## src/rtl/serial_adder_pkg.sv

```systemverilog
// Shared definitions for the bit-serial adder: FSM state encodings and default operand width.
package serial_adder_pkg;

    localparam int DEFAULT_WIDTH = 8;

    typedef enum logic [1:0] {
        IDLE = 2'd0,
        RUN  = 2'd1,
        DONE = 2'd2
    } state_t;

endpackage

```

## src/rtl/serial_adder_fa.sv

```systemverilog
// Single-bit adder cells: the half adder 'an' and the full adder 'fa' built from two of them.
module an (
    input  logic a,
    input  logic b,
    output logic s,
    output logic co
);
    assign s  = a ^ b;
    assign co = a & b;
endmodule

module fa (
    input  logic a,
    input  logic b,
    input  logic ci,
    output logic s,
    output logic co
);
    logic s0;
    logic c0;
    logic c1;

    an u_ha0 (.a(a),  .b(b),  .s(s0), .co(c0));
    an u_ha1 (.a(s0), .b(ci), .s(s),  .co(c1));

    assign co = c0 | c1;
endmodule

```

## src/rtl/serial_adder.sv

```systemverilog
// Bit-serial adder: one full-add cell consumes operand LSBs over WIDTH cycles and
// publishes the WIDTH+1 bit sum on the cycle it enters DONE.
module serial_adder
    import serial_adder_pkg::*;
#(
    parameter int WIDTH = DEFAULT_WIDTH
) (
    input  logic             clk,
    input  logic             rst,
    input  logic             start,
    input  logic [WIDTH-1:0] a,
    input  logic [WIDTH-1:0] b,
    output logic             busy,
    output logic             done,
    output logic [WIDTH:0]   s
);
    localparam int CW = $clog2(WIDTH + 1);

    state_t           state;
    state_t           state_nxt;
    logic [WIDTH-1:0] opa;
    logic [WIDTH-1:0] opb;
    // Holds the WIDTH-1 sum bits already produced; the last bit joins it at the final edge.
    logic [WIDTH-2:0] acc;
    logic             carry;
    logic [CW-1:0]    cnt;
    logic [WIDTH:0]   s_q;
    logic             sum_bit;
    logic             carry_out;
    logic             last_bit;

    fa u_fa (
        .a  (opa[0]),
        .b  (opb[0]),
        .ci (carry),
        .s  (sum_bit),
        .co (carry_out)
    );

    assign last_bit = (cnt == CW'(WIDTH - 1));

    always_ff @(posedge clk or posedge rst) begin
        if (rst) begin
            state <= IDLE;
        end else begin
            state <= state_nxt;
        end
    end

    always_comb begin
        state_nxt = state;
        busy      = 1'b0;
        done      = 1'b0;
        case (state)
            IDLE: begin
                if (start) begin
                    state_nxt = RUN;
                end
            end
            RUN: begin
                busy = 1'b1;
                if (last_bit) begin
                    state_nxt = DONE;
                end
            end
            DONE: begin
                done      = 1'b1;
                state_nxt = IDLE;
            end
            default: begin
                state_nxt = IDLE;
            end
        endcase
    end

    always_ff @(posedge clk or posedge rst) begin
        if (rst) begin
            opa   <= '0;
            opb   <= '0;
            acc   <= '0;
            carry <= 1'b0;
            cnt   <= '0;
            s_q   <= '0;
        end else begin
            case (state)
                IDLE: begin
                    if (start) begin
                        opa   <= a;
                        opb   <= b;
                        carry <= 1'b0;
                        cnt   <= '0;
                    end
                end
                RUN: begin
                    acc   <= (WIDTH-1)'({sum_bit, acc} >> 1);
                    opa   <= opa >> 1;
                    opb   <= opb >> 1;
                    carry <= carry_out;
                    cnt   <= cnt + CW'(1);
                    if (last_bit) begin
                        s_q <= {carry_out, sum_bit, acc};
                    end
                end
                default: begin
                end
            endcase
        end
    end

    assign s = s_q;

endmodule

```

## config.mk

```make
export PLATFORM = sky130hd
export DESIGN_NAME = serial_adder
export DESIGN_NICKNAME = d
export VERILOG_FILES = /design/src/rtl/serial_adder_pkg.sv /design/src/rtl/serial_adder_fa.sv /design/src/rtl/serial_adder.sv
export SDC_FILE = /design/constraint.sdc
export NUM_CORES = 1
export LEC_CHECK = 0
export BUFFER_PORTS_ARGS = -buffer_cell sky130_fd_sc_hd__buf_2
export CAP_MARGIN = 30
export CORE_AREA = 5 5 77 79
export DETAILED_ROUTE_END_ITERATION = 8
export DIE_AREA = 0 0 82 84
export MAX_ROUTING_LAYER = met4
export SLEW_MARGIN = 20
export SYNTH_ARGS = -nofsm -noshare
export SYNTH_HDL_FRONTEND = slang
export SYNTH_SLANG_ARGS = --single-unit
```

## constraint.sdc

```tcl
create_clock -name clk -period 2 [get_ports clk]
set_input_delay 0.4 -clock clk [delete_from_list [all_inputs] [get_ports clk]]
set_output_delay 0.4 -clock clk [all_outputs]
set_load 0.05 [all_outputs]
```

=== After elaboration in Yosys (flattened, before gate mapping) ===
Index checks and enable logic that the tools add are counted.

* Add/sub/neg operators: 1
* Equality and inequality tests: 5
* Mux-type cells: 13
* Reduce and logical (&&, ||, !) cells: 5
* Bitwise gates (word level): 5

{| class="wikitable"
|+ Operator list
! cell !! number
|-
| case mux 8 bit (2 select lines) || 2
|-
| two-way mux 8 bit || 2
|-
| case mux 4 bit (2 select lines) || 1
|-
| AND reduction 2 bit || 3
|-
| adder 4 x 1 -> 4 bit (second input constant) || 1
|-
| == test 4 x 3 -> 1 bit (second input constant) || 1
|-
| two-way mux 2 bit || 2
|-
| two-way mux 4 bit || 1
|-
| != test 2 bit (second input constant) || 2
|-
| case mux 2 bit (2 select lines) || 1
|-
| two-way mux 1 bit || 3
|-
| bitwise AND 1 bit || 2
|-
| == test 2 x 1 -> 1 bit (second input constant) || 1
|-
| == test 2 bit (second input constant) || 1
|-
| zero test 2 bit || 1
|-
| case mux 1 bit (2 select lines) || 1
|-
| nonzero test 2 bit || 1
|-
| XOR 1 bit || 2
|-
| bitwise OR 1 bit || 1
|}

* Output and inout port bits: 11
* Flip-flop bits (word level): 39
* Input port bits: 19
* Logic and storage cells: 36

=== Longest topological paths before layout ===
* Word-level depth: 4
* Depth in mapped cells: 6
* Mapped depth without buffers: 4

=== Modules after synthesis ===
Synthesis repeated with hierarchy kept, for this count alone.

* Cells, all modules: 167
* Area, all modules: 1,736.7 µm²

{| class="wikitable"
|+ Modules (own cells, without submodules)
! module !! cells each !! seq. area each (µm²) !! area each (µm²) !! times used
|-
| serial_adder || 164 || 975.9 || 1,705.4 || 1
|-
| an || 1 || 0.0 || 12.5 || 2
|-
| fa || 1 || 0.0 || 6.3 || 1
|}

=== Worst setup path before layout ===
OpenSTA, ideal clock, no wires.

* Path kind: register to output
* Start point: register state[1]
* End point: output done
* Path slack: 290 ps
* Cell stages (with the launch flop): 3
* Data required time: 1,600 ps
* Data arrival time: 1,310 ps
* Buffers on the path: 1
* Cell sequence: dfrtp_1 -> clkbuf_1 -> nor2b_1

* Cells in the longest elaborated chain, start to end: 2

{| class="wikitable"
|+ Ends and longest elaborated chain
! element !! RTL line !! text
|-
| start: declaration || serial_adder.sv:19 || <nowiki>state_t state;</nowiki>
|-
| start signal: assignment || serial_adder.sv:46 || <nowiki>state <= state_nxt;</nowiki>
|-
| == test 2 bit || serial_adder.sv:54 || <nowiki>case (state)</nowiki>
|-
| two-way mux 1 bit || serial_adder.sv:54 ||
|-
| end: declaration || serial_adder.sv:14 || <nowiki>output logic done,</nowiki>
|}

No other way between the ends.

=== Worst setup path after layout ===
* Start point: register state[1]
* End point: output busy

* Cells in the longest elaborated chain, start to end: 2

{| class="wikitable"
|+ Ends and longest elaborated chain
! element !! RTL line !! text
|-
| == test 2 x 1 -> 1 bit || serial_adder.sv:54 ||
|-
| two-way mux 1 bit || serial_adder.sv:54 ||
|-
| end: declaration || serial_adder.sv:13 || <nowiki>output logic busy,</nowiki>
|}

No other way between the ends.

==> qor.yml <==
die_h_um: 84
synth_top_area_share_pct: 59.3
synth.largest_area_cell: "dfrtp_1"
synthCells: 152
finalHoldViolations: 0
htree_levels: 2
postPlaceCellArea_um2: 1910
fin_tns_setup_ns: 0
ys.warnings.count: 0
yosysMostFrequentCell: "dfrtp_1"
antenna_cells: 0
syn_to_final_growth_pct: 22.7
synth_seq_cells: 39
post_drt_wl_per_cell_um: 12.2
start_util_pct: 31.2
hpwl_mm: 2.21
setup_viol: 0
drive_gt1_share_pct: 30.2
grt_use_met1_pct: 13.6
grt_pass1_vias: 1263
cts_hold_buf: 0
yosys_most_used_dff: "dfrtp_1"
io_buffers: 29
path_cells: "nand2b_1 > inv_1 > buf_2"
clkSinkCount: 39
ys_top_cells_by_area: "dfrtp_1 (59%), nand2_1 (8.7%), a22oi_1 (6.8%)"
fillers: 563
peakVddDrop_uv: 480
max_stage_delay_ns: 0.38
critical_path_arrival_ns: 1.29
clk_latency_ns: 0.29
coreArea_um2: 5270
synth-async-reset-ratio_pct: 100
power.density_nw_per_um2: 1660
grt_use_met2_pct: 16.8
final.min_clock_period_ns: 1.69
drt_iter0_drc: 40
gp_congestion: 0.775
hold_path_class: "in2async"
viasPerCell: 4.67
period_share_pct: 84.6
leakagePower_nw: 0.965
synth.avg_cell_area_um2: 10.8
fmax_mhz: 591
slew_headroom_pct: 67.6
drc: 0
root_buffer: "clkbuf_8"
cp-end-kind: "output pin"
critical_path_required_ns: 1.60
synth_common_cells: "dfrtp_1 (39), nand2_1 (38), o21ai_0 (17), a22oi_1 (15), mux2_2 (10)"
vias: 1218
grt.overflow.total: 0
cts_tree: "yes"
ant_nets: 0
final_util_pct: 38.3
synth_nets: 173
multi_input_area_um2: 629
rr_worst_depth: 3
cts.repair.resized: 0
netlist_area_um2: 1650
tightest_slew_ns: 0.484
crit_fanout: 5
ys_types: 20
fin_area_um2: 2020
ios: 30
grt_pass1_wl_mm: 5.64
antenna_found_initial: 0
die-area_um2: 6890
fin_hold_ws_ns: 0.206
clockBufferDepth: 2
outcome: "finished clean"
grtUsageTotal_pct: 11.0
synth_edf_count: 0
grt_use_met3_pct: 2.92
die_w_um: 82
slowest_stage: "dfrtp_1"
firstDrtPassIters: 4
grt_start_max_net_pins: 40
skew_ns: 0.00747
wirelength_mm: 3.20
cts_buffers: 5
max-cap-violations: 0
clk_pin_slew_worst_paths_ns: 0.08
rows: 27
rsz0062_at_grt: "no"
cts_setup_buffers: 0
seqCellArea_um2: 976
startpoint_type: "flip-flop"
crit_type: "reg2out"
slew_violations: 0
nets: 209
yosysSeqAreaShare_pct: 59.3
grt-busiest-layer: "met2"
[layout by cell type (no fill, tap or decap), drive strengths merged]
| cell type | count |
|---|---|
| inv | 2 |
| nand2 | 38 |
| o31ai | 1 |
| o21bai | 1 |
| a21oi | 4 |
| and2 | 1 |
| nand3 | 1 |
| nor2b | 6 |
| o21ai | 17 |
| nor3 | 1 |
| clkinv | 2 |
| bufinv | 1 |
| nand2b | 1 |
| nor2 | 2 |
| a22o | 3 |
| clkbuf | 5 |
| fa | 1 |
| buf | 37 |
| ha | 1 |
| dfrtp | 39 |
| a22oi | 15 |
| mux2 | 10 |
[stage by stage]
| step | total power, mW | std cells | setup slack [ns] |
|---|---|---|---|
| global placement | 2.72 | 253 | 0.400 |
| detailed placement | 2.75 | 253 | 0.390 |
| CTS | 3.41 | 261 | 0.283 |
| global route | 3.63 | 261 | 0.226 |
| floorplan | 2.37 | 152 | 0.290 |
| finish | 3.35 | 261 | 0.307 |
[power by group]
part           leakage, nW  internal (mW)  switching (mW)
Clock               0.0581          0.371           0.274
Sequential           0.506           1.12           0.193
Combinational        0.400          0.507           0.894
Total                0.965           1.99            1.36
[critical path: cells and delay by family, from the launching register on]
| kind | cells | cell delay [ns] |
|---|---|---|
| buf+inv | 2 | 0.40 |
| simple gates | 1 | 0.23 |
| flops | 1 | 0.38 |
[logic make-up after synthesis]
family / after synthesis / share of synthesized area [%]
multiplexers: 10 / 6.84
buffers and inverters: 10 / 2.51
AO/OA/AOI/OAI: 41 / 16.0
AND/OR/NAND/NOR: 50 / 13.5
adder cells (fa/ha/maj): 2 / 1.98
flip-flops: 39 / 59.3
[final timing paths]
check | from | slack, ns | end
max in group asynchronous | rst | 1.44 | opb[1]
setup / recovery | state[1] | 0.31 | busy
setup reg to reg | state[1] | 0.42 | s[0]
min in group clk | a[6] | 0.40 | opa[6]
hold / removal | rst | 0.21 | acc[6]
hold reg to reg | acc[0] | 0.48 | acc[0]
[per-layer routing]
| metal | wire (um) | vias to the layer above | share of wire (%) |
|---|---|---|---|
| met1 | 1490 | 585 | 47 |
| li1 | - | 600 | - |
| met5 | 0 | - | 0 |
| met2 | 1480 | 26 | 46 |
| met3 | 167 | 7 | 5.2 |
| met4 | 54 | 0 | 1.7 |
[final cells by class]
class | count | share of cell area [%]
inverter | 2 | 0.372
timing repair buffer | 37 | 10.2
multi-input combinational | 103 | 31.1
clock buffer | 5 | 3.41
tap | 72 | 4.46
clock inverter | 3 | 2.17
sequential | 39 | 48.3
[registers in the layout (all words and copies together) (netlist names)]
name	flops
acc	7
carry	1
cnt	4
opa	8
opb	8
s	9
state	2
No activity file was read; power rests on OpenSTA's default activity.
